**src/rtl/iob_axis_s_axi_m_write_burst.sv**
```systemverilog
// AXI-Stream slave to AXI4 write master: splits a beat-counted transfer into
// INCR bursts capped at MAX_BURST beats that never cross a 4 KB page.
module iob_axis_s_axi_m_write_burst #(
  parameter int unsigned AXI_ADDR_W = 32,
  parameter int unsigned AXI_DATA_W = 32,
  parameter int unsigned AXI_LEN_W  = 8,
  parameter int unsigned AXI_ID_W   = 1,
  parameter int unsigned LEN_W      = 24,
  parameter int unsigned MAX_BURST  = 256
) (
  input  logic                    clk_i,
  input  logic                    cke_i,
  input  logic                    arst_n_i,
  input  logic                    start_i,
  input  logic [AXI_ADDR_W-1:0]   addr_i,
  input  logic [LEN_W-1:0]        length_i,
  output logic                    busy_o,
  output logic                    done_o,
  output logic                    error_o,
  input  logic [AXI_DATA_W-1:0]   axis_in_data_i,
  input  logic                    axis_in_valid_i,
  output logic                    axis_in_ready_o,
  output logic [AXI_ID_W-1:0]     axi_awid_o,
  output logic [AXI_ADDR_W-1:0]   axi_awaddr_o,
  output logic [AXI_LEN_W-1:0]    axi_awlen_o,
  output logic [2:0]              axi_awsize_o,
  output logic [1:0]              axi_awburst_o,
  output logic [1:0]              axi_awlock_o,
  output logic [3:0]              axi_awcache_o,
  output logic [3:0]              axi_awqos_o,
  output logic                    axi_awvalid_o,
  input  logic                    axi_awready_i,
  output logic [AXI_DATA_W-1:0]   axi_wdata_o,
  output logic [AXI_DATA_W/8-1:0] axi_wstrb_o,
  output logic                    axi_wlast_o,
  output logic                    axi_wvalid_o,
  input  logic                    axi_wready_i,
  input  logic [1:0]              axi_bresp_i,
  input  logic                    axi_bvalid_i,
  output logic                    axi_bready_o
);

  localparam int unsigned SIZE = $clog2(AXI_DATA_W / 8);
  localparam int unsigned BB   = AXI_LEN_W + 1;
  localparam int unsigned MW0  = (LEN_W > 13) ? LEN_W : 13;
  localparam int unsigned MW   = (MW0 > BB) ? MW0 : BB;

  typedef enum logic [1:0] {StIdle, StCalc, StBurst, StWaitB} state_e;

  state_e                 state_q, state_d;
  logic [AXI_ADDR_W-1:0]  cur_addr_q, cur_addr_d;
  logic [LEN_W-1:0]       remaining_q, remaining_d;
  logic [BB-1:0]          burst_beats_q, burst_beats_d;
  logic [AXI_LEN_W-1:0]   beat_cnt_q, beat_cnt_d;
  logic                   aw_done_q, aw_done_d;
  logic                   w_done_q, w_done_d;
  logic [AXI_ADDR_W-1:0]  awaddr_q, awaddr_d;
  logic [AXI_LEN_W-1:0]   awlen_q, awlen_d;
  logic                   awvalid_q, awvalid_d;
  logic                   done_q, done_d;
  logic                   error_q, error_d;

  logic                   in_burst;
  logic                   aw_hs, w_hs;
  logic [12:0]            page_room;
  logic [MW-1:0]          rem_w, room_w;
  logic [BB-1:0]          burst_calc;
  logic [LEN_W-1:0]       rem_next;

  assign in_burst        = (state_q == StBurst);
  assign axi_wvalid_o    = in_burst & axis_in_valid_i & ~w_done_q;
  assign axis_in_ready_o = in_burst & axi_wready_i & ~w_done_q;
  assign axi_wlast_o     = in_burst & (beat_cnt_q == awlen_q);
  assign axi_wdata_o     = axis_in_data_i;
  assign axi_wstrb_o     = '1;
  assign axi_bready_o    = (state_q == StWaitB);
  assign busy_o          = (state_q != StIdle);
  assign done_o          = done_q;
  assign error_o         = error_q;

  assign axi_awid_o      = '0;
  assign axi_awaddr_o    = awaddr_q;
  assign axi_awlen_o     = awlen_q;
  assign axi_awsize_o    = 3'(SIZE);
  assign axi_awburst_o   = 2'b01;
  assign axi_awlock_o    = 2'b00;
  assign axi_awcache_o   = 4'd2;
  assign axi_awqos_o     = 4'd0;
  assign axi_awvalid_o   = awvalid_q;

  assign aw_hs = awvalid_q & axi_awready_i;
  assign w_hs  = axi_wvalid_o & axi_wready_i;

  // 13-bit so an address on a page boundary yields a full page of beats.
  assign page_room = (13'h1000 - {1'b0, cur_addr_q[11:0]}) >> SIZE;
  assign rem_w     = MW'(remaining_q);
  assign room_w    = MW'(page_room);
  assign rem_next  = remaining_q - LEN_W'(burst_beats_q);

  always_comb begin
    burst_calc = BB'(MAX_BURST);
    if (rem_w < MW'(burst_calc)) burst_calc = rem_w[BB-1:0];
    if (room_w < MW'(burst_calc)) burst_calc = room_w[BB-1:0];
  end

  always_comb begin
    state_d       = state_q;
    cur_addr_d    = cur_addr_q;
    remaining_d   = remaining_q;
    burst_beats_d = burst_beats_q;
    beat_cnt_d    = beat_cnt_q;
    aw_done_d     = aw_done_q;
    w_done_d      = w_done_q;
    awaddr_d      = awaddr_q;
    awlen_d       = awlen_q;
    awvalid_d     = awvalid_q;
    done_d        = 1'b0;
    error_d       = error_q;

    unique case (state_q)
      StIdle: begin
        if (start_i) begin
          cur_addr_d  = (addr_i >> SIZE) << SIZE;
          remaining_d = length_i;
          error_d     = 1'b0;
          if (length_i == '0) done_d = 1'b1;
          else                state_d = StCalc;
        end
      end
      StCalc: begin
        burst_beats_d = burst_calc;
        awaddr_d      = cur_addr_q;
        awlen_d       = AXI_LEN_W'(burst_calc - BB'(1));
        awvalid_d     = 1'b1;
        aw_done_d     = 1'b0;
        w_done_d      = 1'b0;
        beat_cnt_d    = '0;
        state_d       = StBurst;
      end
      StBurst: begin
        if (aw_hs) begin
          aw_done_d = 1'b1;
          awvalid_d = 1'b0;
        end
        if (w_hs) begin
          beat_cnt_d = beat_cnt_q + AXI_LEN_W'(1);
          if (axi_wlast_o) w_done_d = 1'b1;
        end
        if ((aw_done_q | aw_hs) & (w_done_q | (w_hs & axi_wlast_o))) state_d = StWaitB;
      end
      StWaitB: begin
        if (axi_bvalid_i) begin
          if (axi_bresp_i != 2'b00) error_d = 1'b1;
          remaining_d = rem_next;
          cur_addr_d  = cur_addr_q + (AXI_ADDR_W'(burst_beats_q) << SIZE);
          if (rem_next == '0) begin
            state_d = StIdle;
            done_d  = 1'b1;
          end else begin
            state_d = StCalc;
          end
        end
      end
      default: state_d = StIdle;
    endcase
  end

  always_ff @(posedge clk_i or negedge arst_n_i) begin
    if (!arst_n_i) begin
      state_q       <= StIdle;
      cur_addr_q    <= '0;
      remaining_q   <= '0;
      burst_beats_q <= '0;
      beat_cnt_q    <= '0;
      aw_done_q     <= 1'b0;
      w_done_q      <= 1'b0;
      awaddr_q      <= '0;
      awlen_q       <= '0;
      awvalid_q     <= 1'b0;
      done_q        <= 1'b0;
      error_q       <= 1'b0;
    end else if (cke_i) begin
      state_q       <= state_d;
      cur_addr_q    <= cur_addr_d;
      remaining_q   <= remaining_d;
      burst_beats_q <= burst_beats_d;
      beat_cnt_q    <= beat_cnt_d;
      aw_done_q     <= aw_done_d;
      w_done_q      <= w_done_d;
      awaddr_q      <= awaddr_d;
      awlen_q       <= awlen_d;
      awvalid_q     <= awvalid_d;
      done_q        <= done_d;
      error_q       <= error_d;
    end
  end

endmodule
```
**config.mk**
```make
export PLATFORM = sky130hd
export DESIGN_NAME = iob_axis_s_axi_m_write_burst
export DESIGN_NICKNAME = d
export VERILOG_FILES = /design/src/rtl/iob_axis_s_axi_m_write_burst.sv
export SDC_FILE = /design/constraint.sdc
export NUM_CORES = 1
export LEC_CHECK = 0
export ABC_AREA = 1
export CORE_MARGIN = 1.5
export CORE_UTILIZATION = 30
export DETAILED_ROUTE_END_ITERATION = 16
export PLACE_DENSITY = 0.54
export SETUP_SLACK_MARGIN = 0.3
export SKIP_CTS_REPAIR_TIMING = 1
export SYNTH_ARGS = -nofsm -noshare
export SYNTH_HDL_FRONTEND = slang
export SYNTH_SLANG_ARGS = --single-unit
```
**constraint.sdc**
```tcl
create_clock -name clk_i -period 8.3 [get_ports clk_i]
set_input_delay 0.83 -clock clk_i [delete_from_list [all_inputs] [get_ports clk_i]]
set_output_delay 0.83 -clock clk_i [all_outputs]
set_load 0.05 [all_outputs]
```
==> metrics list <==
- The run finished with clean final reports.
- Across the whole layout, storage elements account for 0.00290 sq mm.
* Maximum resistive drop on vdd: 0.000175 V
- Cell depth of the worst flop-to-flop path: 10
- Final HPWL DP: 18,000 um
* Destination of the worst register-to-register timing path: rem_w[0]
* Commonest cells after routing, fill and taps aside: 318 x nand2_1, 142 x inv_1, 116 x dfrtp_1
- Pin count of the biggest net entering global routing: 85
* Post-synthesis async set-or-reset flop share: 1.00
* Warnings from Yosys: 0
- CTS buffer count: 17
- The critical path ends at rem_w[0].
- Row cnt: 60
* Antenna diode count: 0
- The worst setup path is captured at a register.
- Remaining global-route overflow: 0
* Setup repair after global routing missed its margin: no
- After detailed routing, the average wire length per cell comes to 15.1 um.
* Total of endpoints with negative setup slack in the final report: 0
- Hold WS: 0.479 ns
- DRC violations left: 0
* Starting DRT DRC Count: 540
* Count of filler cells inserted in the layout: 2,874
- The final layout contains routed wiring with a total length of 23,800 um.
- Min Clock Period, post-route: 4.57 ns
- The total area inside the core boundary comes to 0.0269 sq mm.
- The first global-routing pass estimated 38,600 um of wire.
- Cell breakdown of the critical path: ha_1 > buf_4 > inv_1 > o221ai_1 > a21oi_4 > inv_1 > nor2_4 > clkinv_1 > nor2_1 > a221oi_1
- Of all nets on the critical path, the largest fanout is 39.
- Master of the slowest instance on the critical path: nor2_4
- Global placer's final weighted congestion: 0.884
* GRT Util Overall: 0.172
- Clock latency on the worst-skew pair, taken at its later pin, is 0.43 ns.
- The die is 168 um wide.
* TritonCTS clock tree: done
* Mean area per synthesized cell: 7.11 sq um
- Total power density per cell area: 429 mW/mm^2
* Worst setup path startpoint: state_q[0]
- Worst reg2reg startpoint: state_q[0]
* Path type of the worst setup path: reg2reg
- The library cell used most frequently in the layout, excluding fill and tap cells, is nand2_1.
* I/O pin cnt: 198
* First-pass iteration count of the detailed router: 5
* Length of routed met3 wiring: 1290 um
* Setup TNS: 0 ns
* Post-route core utilization: 0.369
* Port-buffer cells: 109
- Wire segments on met2 add up to 11,100 um in the final route.
- Compared with the post-synthesis result, the final layout area differs by 20.8%.
* FF-to-FF setup slack: 3.73 ns
- Leakage power total: 4.62 nW
- CTS H-tree lvls: 4
- Number of placed instances with taps included: 1,547
- Across the run, the number of max-cap violations was 0.
- Final slew viol count: 0
- Count of clock tree sinks: 116
- The cell area that synthesis handed to floorplanning was 0.00821 sq mm.
- Counting every instance in the synthesized netlist gives 1,155.
- Multi-input logic area: 0.00432 sq mm
- Slowest Stage Delay on Critical Path: 0.90 ns
- Largest clock skew in the final design: 0.0168 ns
* Clock-pin slew reported for the worst setup and hold paths after clock tree synthesis: 0.06 ns
- Min-delay worst type: reg2reg
* Part of the cycle the worst path needs: 0.551
* Flops & latches, synth: 116
* Number of antenna violations at the first check in global routing: 0
* EDFF count, synth: 0
* Layout cell share with drive strength beyond 1: 0.0638
- Number of nets in the layout: 1,359
* Critical Path Source Type: register
- DIE HEIGHT: 168 um
* Most common flop cell mapped by yosys: dfrtp_1
- Number of buffers between clock root and the deepest sink: 2
* Achievable Freq: 0.219 GHz
* Count of nets left with antenna violations after detail routing: 0
* Proportion of synthesized chip area in sequential cells: 0.353
* Area enclosed by the die boundary: 0.0284 sq mm
- At the pin with the least slew margin, the transition time is 1.08 ns.
* Top layer in use: met4
* Detailed-route vias per instance: 4.80
* Count of endpoints failing hold in the final timing report: 0
- Detailed-route via count: 7,573
* Clk Tree Root Cell: clkbuf_16
* Total routed wire length on the met1 layer: 11,300 um
* Critical path data arrival time: 4.83 ns
- For the worst setup path, the data required time is 8.56 ns.
- The cell that appears most often on the critical path is inv_1.
- For this configuration, the core starts out at a cell density of 0.306.
- The via count of the first global-routing pass is 7,406.
* Yosys cell types: 47
- Worst slew margin relative to its limit: 0.281
* Final cell count without fillers: 1,579
## final cells by class
type                    instances  share of cell area
repair buffers                113               0.113
well taps                     341              0.0430
flip-flops and latches        116               0.293
multi-input cells             831               0.436
clock inverters                15              0.0173
inverters                     146              0.0553
clock buffers                  17              0.0429
## critical path: cells and delay by family, from the launching register on
| family | cells | cell delay, ns |
|---|---|---|
| AND/OR/NAND/NOR | 2 | 1.14 |
| flip-flops | 1 | 0.43 |
| AO/OA/AOI/OAI | 3 | 1.05 |
| adder cells (fa/ha/maj) | 1 | 0.21 |
| buffers and inverters | 4 | 1.55 |
## cells by family (layout without fill, tap and decap cells)
family | Yosys count | in the layout | synth area share
AND/OR/NAND/NOR | 575 | 575 | 0.302
other | 2 | 22 | 0.000915
adder cells (fa/ha/maj) | 36 | 36 | 0.0567
AO/OA/AOI/OAI | 176 | 176 | 0.132
flip-flops | 116 | 116 | 0.353
buffers and inverters | 228 | 291 | 0.131
XOR/XNOR | 22 | 22 | 0.0235
## synth_stat cells, drive strengths merged (20+ instances only)
cell | n | area [sq um]
nor2 | 115 | 462
a21oi | 33 | 169
o21ai | 80 | 400
o221ai | 28 | 245
nand3 | 63 | 325
nand4 | 20 | 131
clkbuf | 20 | 78.8
ha | 34 | 425
dfrtp | 116 | 2900
buf | 62 | 450
inv | 144 | 541
nand2 | 336 | 1320
## power by group
group | switching, mW | internal, mW
clock | 0.306 | 0.451
sequential | 0.231 | 0.818
combinational | 1.64 | 0.804
total | 2.18 | 2.07
## per-stage QoR
stage	setup WS, ns	area [sq um]	total power, mW
after floorplan	5.50	8290	2.84
after global placement	3.35	9320	3.47
after detailed placement	3.34	9320	3.50
after CTS	3.62	9920	4.27
after global routing	3.23	9920	4.62
final	3.73	9920	4.25
## state kept, by name, summed over array words and instances, names as in the netlist
| signal | cells |
|---|---|
| burst_beats_q | 9 |
| beat_cnt_q | 8 |
| axi_awlen_o | 8 |
| cur_addr_q | 30 |
| done_o | 1 |
| error_o | 1 |
| rem_w | 24 |
| w_done_q | 1 |
| state_q | 2 |
| axi_awvalid_o | 1 |
| aw_done_q | 1 |
| axi_awaddr_o | 30 |
## routing by layer
metal  global-route usage  vias to the layer above
li1                     -                     3845
met1                0.228                     3536
met2                0.284                      179
met3               0.0411                       13
met4               0.0377                        0
met5                    0                        -
## how the worst min path moves through the flow
stage	from	endpoint	slack [ns]	cells after the start
CTS	done_o	done_o	0.49	2
finish	done_o	done_o	0.48	2
floorplan	aw_done_q	aw_done_q	0.45	2
global route	done_o	done_o	0.51	2
global placement	aw_done_q	aw_done_q	0.47	2
detailed placement	done_o	done_o	0.47	2
Power figures use the tool's default switching activity.
